<file path="src/rtl/opcode_sequencer.sv">
// opcode_sequencer: issues a buffered opcode program one word per cycle, once or looping
module opcode_sequencer #(
    parameter int DEPTH = 16,
    parameter int OPW   = 21
) (
    input  logic                       clk_in,
    input  logic                       rst_in,
    input  logic                       wr_en_in,
    input  logic [$clog2(DEPTH)-1:0]   wr_addr_in,
    input  logic [OPW-1:0]             wr_data_in,
    input  logic                       start_in,
    input  logic [$clog2(DEPTH):0]     len_in,
    input  logic                       loop_in,
    input  logic                       stop_in,
    output logic [OPW-1:0]             opcode_out,
    output logic                       en_out,
    output logic                       busy_out,
    output logic                       done_out,
    output logic [$clog2(DEPTH)-1:0]   pc_out
);
    localparam int AW = $clog2(DEPTH);
    localparam int LW = AW + 1;

    typedef enum logic [1:0] {IDLE, RUN, DONE} state_t;

    state_t         state, state_n;
    logic [OPW-1:0] mem [DEPTH];
    logic [AW-1:0]  pc, pc_n;
    logic [LW-1:0]  len_q, len_n;
    logic           loop_q, loop_n;
    logic [OPW-1:0] op_n;
    logic           en_n, done_n, start_ok, last;

    always_ff @(posedge clk_in)
        if (state == IDLE && wr_en_in)
            mem[wr_addr_in] <= wr_data_in;

    always_ff @(posedge clk_in or negedge rst_in) begin
        if (!rst_in) begin
            state      <= IDLE;
            pc         <= '0;
            len_q      <= '0;
            loop_q     <= 1'b0;
            opcode_out <= '0;
            en_out     <= 1'b0;
            done_out   <= 1'b0;
        end else begin
            state      <= state_n;
            pc         <= pc_n;
            len_q      <= len_n;
            loop_q     <= loop_n;
            opcode_out <= op_n;
            en_out     <= en_n;
            done_out   <= done_n;
        end
    end

    always_comb begin
        state_n  = state;
        pc_n     = pc;
        len_n    = len_q;
        loop_n   = loop_q;
        op_n     = '0;
        en_n     = 1'b0;
        done_n   = 1'b0;
        start_ok = start_in && len_in != '0 && len_in <= LW'(DEPTH);
        last     = LW'(pc) + LW'(1) == len_q;
        unique case (state)
            IDLE: begin
                if (start_ok) begin
                    state_n = RUN;
                    len_n   = len_in;
                    loop_n  = loop_in;
                    pc_n    = '0;
                    en_n    = 1'b1;
                    // a same-edge write to word 0 must be seen by the first issue
                    op_n    = (wr_en_in && wr_addr_in == '0) ? wr_data_in : mem[0];
                end
            end
            RUN: begin
                if (stop_in) begin
                    state_n = IDLE;
                    pc_n    = '0;
                end else if (last && !loop_q) begin
                    state_n = DONE;
                    pc_n    = '0;
                    done_n  = 1'b1;
                end else begin
                    pc_n = last ? '0 : pc + AW'(1);
                    en_n = 1'b1;
                    op_n = mem[pc_n];
                end
            end
            DONE: state_n = IDLE;
            default: state_n = IDLE;
        endcase
    end

    assign busy_out = state == RUN;
    assign pc_out   = pc;
endmodule

</file>
<file path="config.mk">
export PLATFORM = sky130hd
export DESIGN_NAME = opcode_sequencer
export DESIGN_NICKNAME = d
export VERILOG_FILES = /design/src/rtl/opcode_sequencer.sv
export SDC_FILE = /design/constraint.sdc
export NUM_CORES = 1
export LEC_CHECK = 0
export BUFFER_PORTS_ARGS = -buffer_cell sky130_fd_sc_hd__buf_2
export CAP_MARGIN = 25
export CORE_MARGIN = 10
export CORE_UTILIZATION = 60
export CTS_CLUSTER_SIZE = 20
export DETAILED_ROUTE_END_ITERATION = 6
export PLACE_DENSITY_LB_ADDON = 0.15
export SYNTH_ARGS = -nofsm -noshare
export SYNTH_HDL_FRONTEND = slang
export SYNTH_SLANG_ARGS = --single-unit
</file>
<file path="constraint.sdc">
create_clock -name clk_in -period 5.3 [get_ports clk_in]
set_input_delay 0 -clock clk_in [delete_from_list [all_inputs] [get_ports clk_in]]
set_output_delay 0 -clock clk_in [all_outputs]
set_load 0.02 [all_outputs]
</file>
==> results list, run 1 <==
- In the finished design, the share of the clock period the worst path needs comes to 78.2%.
* Total die area: 31300 µm²
- Count of cell types in the netlist: 47
- Setup slack on the worst reg-to-reg path comes out at 1.15 ns.
- Detailed placement ended at an HPWL of 20.8 mm.
- Clock-pin slew on the worst setup and hold paths: 0.06 ns
* Post-DRT Antenna Nets: 0
- Synthesis inferred 371 register bits.
* Via count of the first global-routing pass: 8713
- After synthesis, the largest area contributor takes up 68.2% of total cell area.
- Count of flip-flops with a built-in enable after synthesis: 336
- Clock tree from TritonCTS: yes
* Synthesized Nets: 927
- Unrepaired setup endpoints after global routing: false
- Critical Path End Type: flip-flop
* Quantity of gates resized following cts: 0
* Worst clock skew on the final layout: 0.0177 ns
- Fraction of layout instances using a drive strength above 1: 22.1%
- Sequential element share of the synthesized area: 74.1%
- # rows: 57
- Summing all placed instances gives a cell area of 15600 µm².
* First-pass iteration count of the detailed router: 5
- Critical path fanouts, max: 44
- TritonCTS created 38 clock buffers.
- Among cell families on the critical path, the largest total delay comes from simple AND/OR/NAND/NOR gates.
- Leading area contributor after synthesis: edfxtp_1
- The flow ran to the end, and the final reports show no timing, DRC or antenna violations.
* Most instantiated flip-flop cell in the synthesis netlist: edfxtp_1
* Number of max-cap violations: 0
- For this configuration, the core starts out at a cell density of 60.8%.
- In this run the critical register-to-register path is launched from pc_out[0].
- Capture point of the worst reg-to-reg path: opcode_out[16]
* Count of port buffers added during placement: 63
* Total grt overflow: 0
* Async set-reset flop share out of synthesis: 9.43%
* Cell Area, Synth: 14800 µm²
- After routing, the total negative slack on setup checks comes to 0 ns.
- Number of antenna violations at the first check in global routing: 1
* Number of vias after detailed routing: 8597
* Most instantiated cells after synthesis: edfxtp_1 (336), mux2i_1 (63), nor2_1 (60)
* Number of instances in the synthesized netlist: 890
* Crit path kind: reg -> reg
- Global placement routability congestion: 0.861
* Width of the chip: 177 µm
- By area the synthesized netlist is led by edfxtp_1 (68%), dfrtp_1 (5.9%), mux2i_1 (4.3%).
- Dividing the detail-routed wire length by the instance count gives 26.1 µm.
- Wire length after detailed routing: 35.3 mm
- Number of sinks driven by the clock tree: 371
* Delay contributed by the slowest stage of the critical path: 0.85 ns
- Synthesis-to-finish area growth: 16.1%
- Vias per inst: 6.35
* Sum of internal, switching and leakage power: 7.86 mW
* Final critical delay including setup and external delays: 4.15 ns
* Final Max Tran Viols: 0
- The worst register-to-register path has a depth of 8.
* Count of H-tree levels built during CTS: 2
- Net count of the finished layout: 1040
* Worst-case headroom to the max-slew limit: 27.9%
- Post-route design area: 17200 µm²
- Clock latency on the worst-skew pair: 0.53 ns
- Most common cell in the synthesized netlist: edfxtp_1
* Post-Synthesis Mean Instance Area: 16.6 µm²
* Hold crit path type: in -> async
* Peak clock frequency supported by timing: 241 MHz
- Dividing total power by cell area gives a power density of 457 nW/µm².
- Among all stages on the critical path, the largest delay is contributed by nand2_1.
* Buffer depth of the longest clock path: 3
- The number of placed instances, taps included, is 1255.
* Worst Max-Slew Pin Slew: 1.08 ns
- Fill cell instance count of the final layout: 1556
* Final setup violation count: 0
- I/O Pins: 64
- In this run the clock root is driven by a clkbuf_16.
- In this run the standard cell core region covers 24300 µm².
- Leak pwr: 6.00 nW
* Hold Buf Count CTS: 32
- Detailed-route DRC error count: 0
- Pin count of the biggest net entering global routing: 49
* First-pass GRT wire length: 53.1 mm
- IR analysis of the VDD net gives a maximum drop of 0.350 mV.
- After the first detailed-routing iteration, the DRC count stood at 1002.
- Counting both buffers and inverters, the worst setup path holds a total of 0.
* Final cell count without fillers: 1353
- Yosys printed 0 warnings.
* Critical path cell sequence: ha_1 -> xnor2_1 -> and2_1 -> and3_4 -> a21o_2 -> nand2_1 -> o211ai_1 -> nand4_1
- The final-report hold violation count was 0.
* Total Routing Usage GR: 22.4%
- CP Data Arrival Time: 4.52 ns
- For the worst setup path, the data required time is 5.68 ns.
- Category of the worst setup path launch point: flip-flop
- Setup repair bufs after CTS: 0
* Vertical die dimension: 177 µm
-- power breakdown --
| group | internal, mW | switching (mW) |
|---|---|---|
| sequential | 3.30 | 0.118 |
| combinational | 0.686 | 1.16 |
| clock | 1.54 | 1.05 |
-- flip-flops by register name, indices dropped and copies added (netlist names) --
signal and count:
done_out 1, en_out 1, len_q 5, loop_q 1
mem 336, opcode_out 21, pc_out 4, state 2
-- cell families (layout without fill, tap and decap cells) --
logic type / Yosys count / in the layout / synth area share (%)
adder cells (fa/ha/maj): 1 / 1 / 0.0845
flip-flops: 371 / 371 / 74.1
multiplexers: 111 / 111 / 9.51
XOR/XNOR: 8 / 8 / 0.575
buffers and inverters: 75 / 213 / 2.16
other: 0 / 1 / 0
AND/OR/NAND/NOR: 178 / 178 / 6.26
AO/OA/AOI/OAI: 146 / 146 / 7.31
-- routing by layer --
layer  up-vias  part of all wire (%)  track usage (%)
met5         -                     0                0
li1       3739                     -                -
met4         0                   2.2             6.16
met1      4411                    41             30.9
met2       393                    48             35.7
met3        54                   8.3             4.67
-- layout by cell type, fill, tap and decap left out, types with 4 or more instances in the layout --
cell type | synthesis | layout
mux2_2 | 27 | 27
clkbuf_1 | 23 | 7
o22a_1 | 22 | 22
o31ai_1 | 22 | 22
clkinv_2 | 0 | 4
clkinv_1 | 0 | 6
mux2i_1 | 63 | 63
buf_4 | 2 | 27
dfrtp_1 | 35 | 34
buf_2 | 24 | 63
mux4_2 | 21 | 21
nand4_1 | 22 | 22
and3_1 | 22 | 22
inv_1 | 23 | 23
a21oi_1 | 20 | 20
nor2_2 | 0 | 12
o211ai_1 | 42 | 42
clkbuf_16 | 0 | 41
nand2_1 | 28 | 28
edfxtp_1 | 336 | 336
dlygate4sd3_1 | 0 | 32
nor2_1 | 60 | 48
nor3_2 | 0 | 5
a22oi_1 | 21 | 21
nand3_1 | 5 | 5
nor3b_1 | 22 | 21
-- layout make-up --
class	count	area, µm²	share of cell area (%)
Sequential cell	371	11000	63.8
Multi-Input combinational cell	444	3610	21.0
Clock buffer	51	1090	6.36
Timing Repair Buffer	125	896	5.21
Tap cell	324	405	2.36
Clock inverter	14	120	0.699
Inverter	23	86.3	0.502
Antenna cell	1	2.50	0.0146
-- worst register-to-register path, stage by stage, from the launching register on --
cell and delay, ns:
dfrtp_4 0.77, ha_1 0.40, xnor2_1 0.25, and2_1 0.22
and3_4 0.24, a21o_2 0.62, nand2_1 0.86, o211ai_1 0.51
nand4_1 0.14
-- worst max-delay path by stage --
stage	from	endpoint	depth (start not counted)
3_5_place_dp	pc_out[0]	opcode_out[16]	8
2_1_floorplan	state[0]	mem[2][0]	3
3_3_place_gp	pc_out[0]	opcode_out[17]	8
4_1_cts	pc_out[0]	opcode_out[16]	8
5_1_grt	pc_out[0]	opcode_out[2]	8
6_report	pc_out[0]	opcode_out[16]	8
-- through the flow --
step	hold slack [ns]	util, %	setup WS (ns)
2_1_floorplan	-0.296	-	2.57
3_3_place_gp	0.163	64.1	1.54
3_5_place_dp	0.179	64.3	1.25
4_1_cts	0.148	70.6	1.24
5_1_grt	0.169	70.6	0.950
6_report	0.154	70.7	1.15
(Power assumes the default switching activity.)
==> inputs of run 2 (changes only) <==
--- a/config.mk
+++ b/config.mk
@@ -5,10 +5,11 @@
 export SDC_FILE = /design/constraint.sdc
 export NUM_CORES = 1
 export LEC_CHECK = 0
+export ABC_AREA = 1
 export BUFFER_PORTS_ARGS = -buffer_cell sky130_fd_sc_hd__buf_2
 export CAP_MARGIN = 25
 export CORE_MARGIN = 10
-export CORE_UTILIZATION = 60
+export CORE_UTILIZATION = 55
 export CTS_CLUSTER_SIZE = 20
 export DETAILED_ROUTE_END_ITERATION = 6
 export PLACE_DENSITY_LB_ADDON = 0.15
==> constraint.sdc (replaced) <==
create_clock -name clk_in -period 3.45 [get_ports clk_in]
set_input_delay 0 -clock clk_in [delete_from_list [all_inputs] [get_ports clk_in]]
set_output_delay 0 -clock clk_in [all_outputs]
set_load 0.02 [all_outputs]
==> results list, run 2 <==
* Number of instances in the synthesized netlist: 1351
* Logic pwr share: 29.6%
- Summing all multi-input logic gate instances after layout gives 4000 µm².
- For the final routed database, the setup TNS stands at 0 ns.
- Flop pwr share: 40.0%
- On the final layout, the worst clock skew is 0.0132 ns.
- Sequential element share of the synthesized area: 70.7%
- Together, buffers and inverters on the worst path number 2.
- Final setup violation count: 0
- In the routed design, unresolved DRC markers number 0.
- The final route contains 10.6k vias.
- Setup repair after global routing left no endpoint under its margin.
- Global routing used 22.9% of the available tracks across all layers.
- Capture point of the worst reg-to-reg path: opcode_out[3]
- # rows: 61
- Vertical die dimension: 188 µm
* Global placement routability congestion: 0.817
- On the critical path the largest part of the delay comes from simple AND/OR/NAND/NOR gates.
- Synthesized Nets: 1388
- The die covers 35300 µm².
* Leading area contributor after synthesis: edfxtp_1
* Maximum vdd ir drop: 0.554 mV
- The library cell used most frequently in the layout, excluding fill and tap cells, is nand3_1.
- In this run the power density over the cells is 720 nW/µm².
- Dividing the detail-routed via count by the number of cells gives 5.73.
- Count of H-tree levels built during CTS: 2
- Final Max Tran Viols: 0
* I/O Pins: 64
- Async set-reset flop share out of synthesis: 9.43%
* Number of synthesized register bits: 371
- After clock tree synthesis, the clock-pin slew on the worst setup and hold paths is 0.06 ns.
- In the final layout, the share of cells above drive strength 1 is 14.1%.
* Peak clock frequency supported by timing: 344 MHz
* Switching portion of total power: 34.2%
- Critical Path End Type: flip-flop
- Summed over all layers, the global routing overflow is 0.
- Area fraction of the dominant cell type after synthesis: 65.1%
- Delay contributed by the slowest stage of the critical path: 0.44 ns
- Entering global routing, the biggest net connects 150 pins.
* Clock latency on the worst-skew pair: 0.52 ns
* Number of clock buffers inserted by TritonCTS: 39
- DP Wirelength: 22.3 mm
- Final hold violation count: 0
- Cell internal power was estimated by the tool at 8.45 mW.
- Warnings from Yosys: 0
- Number of sinks driven by the clock tree: 371
* Quantity of gates resized following cts: 0
- The worst hold path begins at start_in.
* Wire length after detailed routing: 41.1 mm
- Leak pwr: 6.85 nW
* Post-DRT Antenna Nets: 0
- After detailed routing, the average wire length per cell comes to 22.2 µm.
* Area inside the core boundary: 27800 µm²
* Starting Density: 55.8%
- Reg-to-reg slack, setup: 0.54 ns
- Count of flip-flops with a built-in enable after synthesis: 336
- Outcome: finished clean
* Count of port buffers added during placement: 63
- In this run the deepest clock path goes through 3 buffers.
- Clk root buf: clkbuf_16
- Critical path cell sequence: buf_4 -> nand3_1 -> nand2_1 -> nand3_1 -> nand2_1 -> nand3_4 -> nand2_4 -> buf_4 -> nand2_1 -> nand2_1 -> nand3_1 -> nand3_1 -> nand3_1 -> nand2_1
- Iteration-0 DRC Markers: 1137
- Setup repair bufs after CTS: 0
* Clock tree from TritonCTS: yes
- In the post-synthesis netlist, the biggest area contributors are edfxtp_1 (65%), nand3_1 (12%), nand2_1 (8.4%).
- Largest reg by FF count: mem
- The setup path with the least slack is of type reg -> reg.
- Share of the clock period used by the worst path: 84.4%
- Synthesis-to-finish area growth: 15.2%
* Sum of internal, switching and leakage power: 12.9 mW
* Worst-case headroom to the max-slew limit: 39.0%
- Most common cell in the synthesized netlist: nand3_1
* Critical Path Slowest Stage Cell: buf_4
- The worst setup path is launched from a flip-flop.
- Clock network power share: 30.4%
- The register with the most flip-flops in the layout has 336 of them.
- STA puts the critical path data required time at 3.91 ns.
* Via count of the first global-routing pass: 10.4k
- Hold crit path type: in -> reg
* Number of max-cap violations: 0
* Switching power total: 4.40 mW
- Reg-to-reg critical path startpoint: pc_out[0]
- Hold Buf Count CTS: 29
- First-pass GRT wire length: 62.7 mm
- Hold Path End: state[0]
- Registers take 11000 µm².
* Commonest cells after routing, fill and taps aside: nand3_1 (367), nand2_1 (349), edfxtp_1 (336), buf_2 (63), nor2_1 (54)
- The mapped netlist covers 15500 µm².
- Along the worst hold path, the cell count comes to 5.
- First-pass iteration count of the detailed router: 5
- Worst Max-Slew Pin Slew: 0.915 ns
- Largest registers: mem x336, opcode_out x21, len_q x5
* Post-Synthesis Mean Instance Area: 11.5 µm²
* Count of cell types in the netlist: 27
- Final critical delay including setup and external delays: 2.91 ns
- For the worst flop-to-flop path, the logic depth is 14.
* CP Data Arrival Time: 3.37 ns
* Antenna Cells: 0
- The number of antenna violations at the first check in global routing was 1.
- Critical path fanouts, max: 44
* Most instantiated flip-flop cell in the synthesis netlist: edfxtp_1
- Fill cells in the final layout number 2229.
- Most instantiated cells after synthesis: nand3_1 (367), nand2_1 (349), edfxtp_1 (336)
- Width of the chip: 188 µm
- Net count of the finished layout: 1482
-- run 2: cell types whose count changed after synthesis, sizes merged, moves of 31 or more --
cell / delta
mux2i: -63
o211ai: -42
buf: +31
nand2: +324
nand3: +363
-- run 2: power by group through the flow --
stage / sequential (mW) / combinational, mW / clock [mW]
finish: 5.14 / 3.81 / 3.91
global route: 5.15 / 4.24 / 4.16
CTS: 5.13 / 3.79 / 3.97
detailed placement: 5.22 / 3.75 / 0
global placement: 5.22 / 3.69 / 0
floorplan: 5.28 / 2.60 / 0
-- run 2: worst min-delay path: stages --
cell and delay [ns]:
buf_2 0.10, nand2_1 0.05, nor2_1 0.05, nand2_1 0.24, nand2_1 0.08
-- run 2: how the worst max path moves through the flow --
| stage | from | endpoint | slack (ns) | cells past startpoint |
|---|---|---|---|---|
| after floorplan | state[0] | mem[10][0] | 1.27 | 5 |
| after global placement | pc_out[0] | opcode_out[15] | 0.66 | 11 |
| after detailed placement | pc_out[0] | opcode_out[16] | 0.53 | 11 |
| after CTS | pc_out[0] | opcode_out[16] | 0.47 | 11 |
| after global routing | pc_out[0] | opcode_out[19] | 0.34 | 14 |
| final | pc_out[0] | opcode_out[3] | 0.54 | 14 |
-- run 2: layout make-up --
| class | count | share of cell area, % |
|---|---|---|
| clock buffer | 48 | 5.71 |
| timing repair buffer | 139 | 6.05 |
| tap | 378 | 2.65 |
| sequential | 371 | 61.4 |
| multi-input combinational | 849 | 22.4 |
| inverter | 45 | 0.959 |
| clock inverter | 22 | 0.882 |
-- run 2: logic make-up after synthesis --
family	synth area share (%)
XOR/XNOR	0.0565
AND/OR/NAND/NOR	22.4
buffers and inverters	3.86
multiplexers	1.52
adder cells (fa/ha/maj)	0.0807
AO/OA/AOI/OAI	1.33
flip-flops	70.7
-- run 2: routing by layer --
layer | track usage [%] | share of wire [%] | vias up
li1 | - | - | 4934
met1 | 31.1 | 42 | 5127
met2 | 36.0 | 46 | 475
met3 | 5.10 | 9.5 | 72
met4 | 7.60 | 2.6 | 0
met5 | 0 | 0 | -
-- run 2: per-stage QoR --
step	instance area (µm²)	util [%]	setup slack [ns]	std cells	hold WS (ns)
2_1_floorplan	15500	-	1.27	1351	-0.296
3_3_place_gp	16300	58.8	0.664	1750	0.202
3_5_place_dp	16300	58.8	0.534	1750	0.209
4_1_cts	17800	64.1	0.474	1849	0.0324
5_1_grt	17900	64.3	0.338	1852	0.105
6_report	17900	64.3	0.540	1852	0.0473
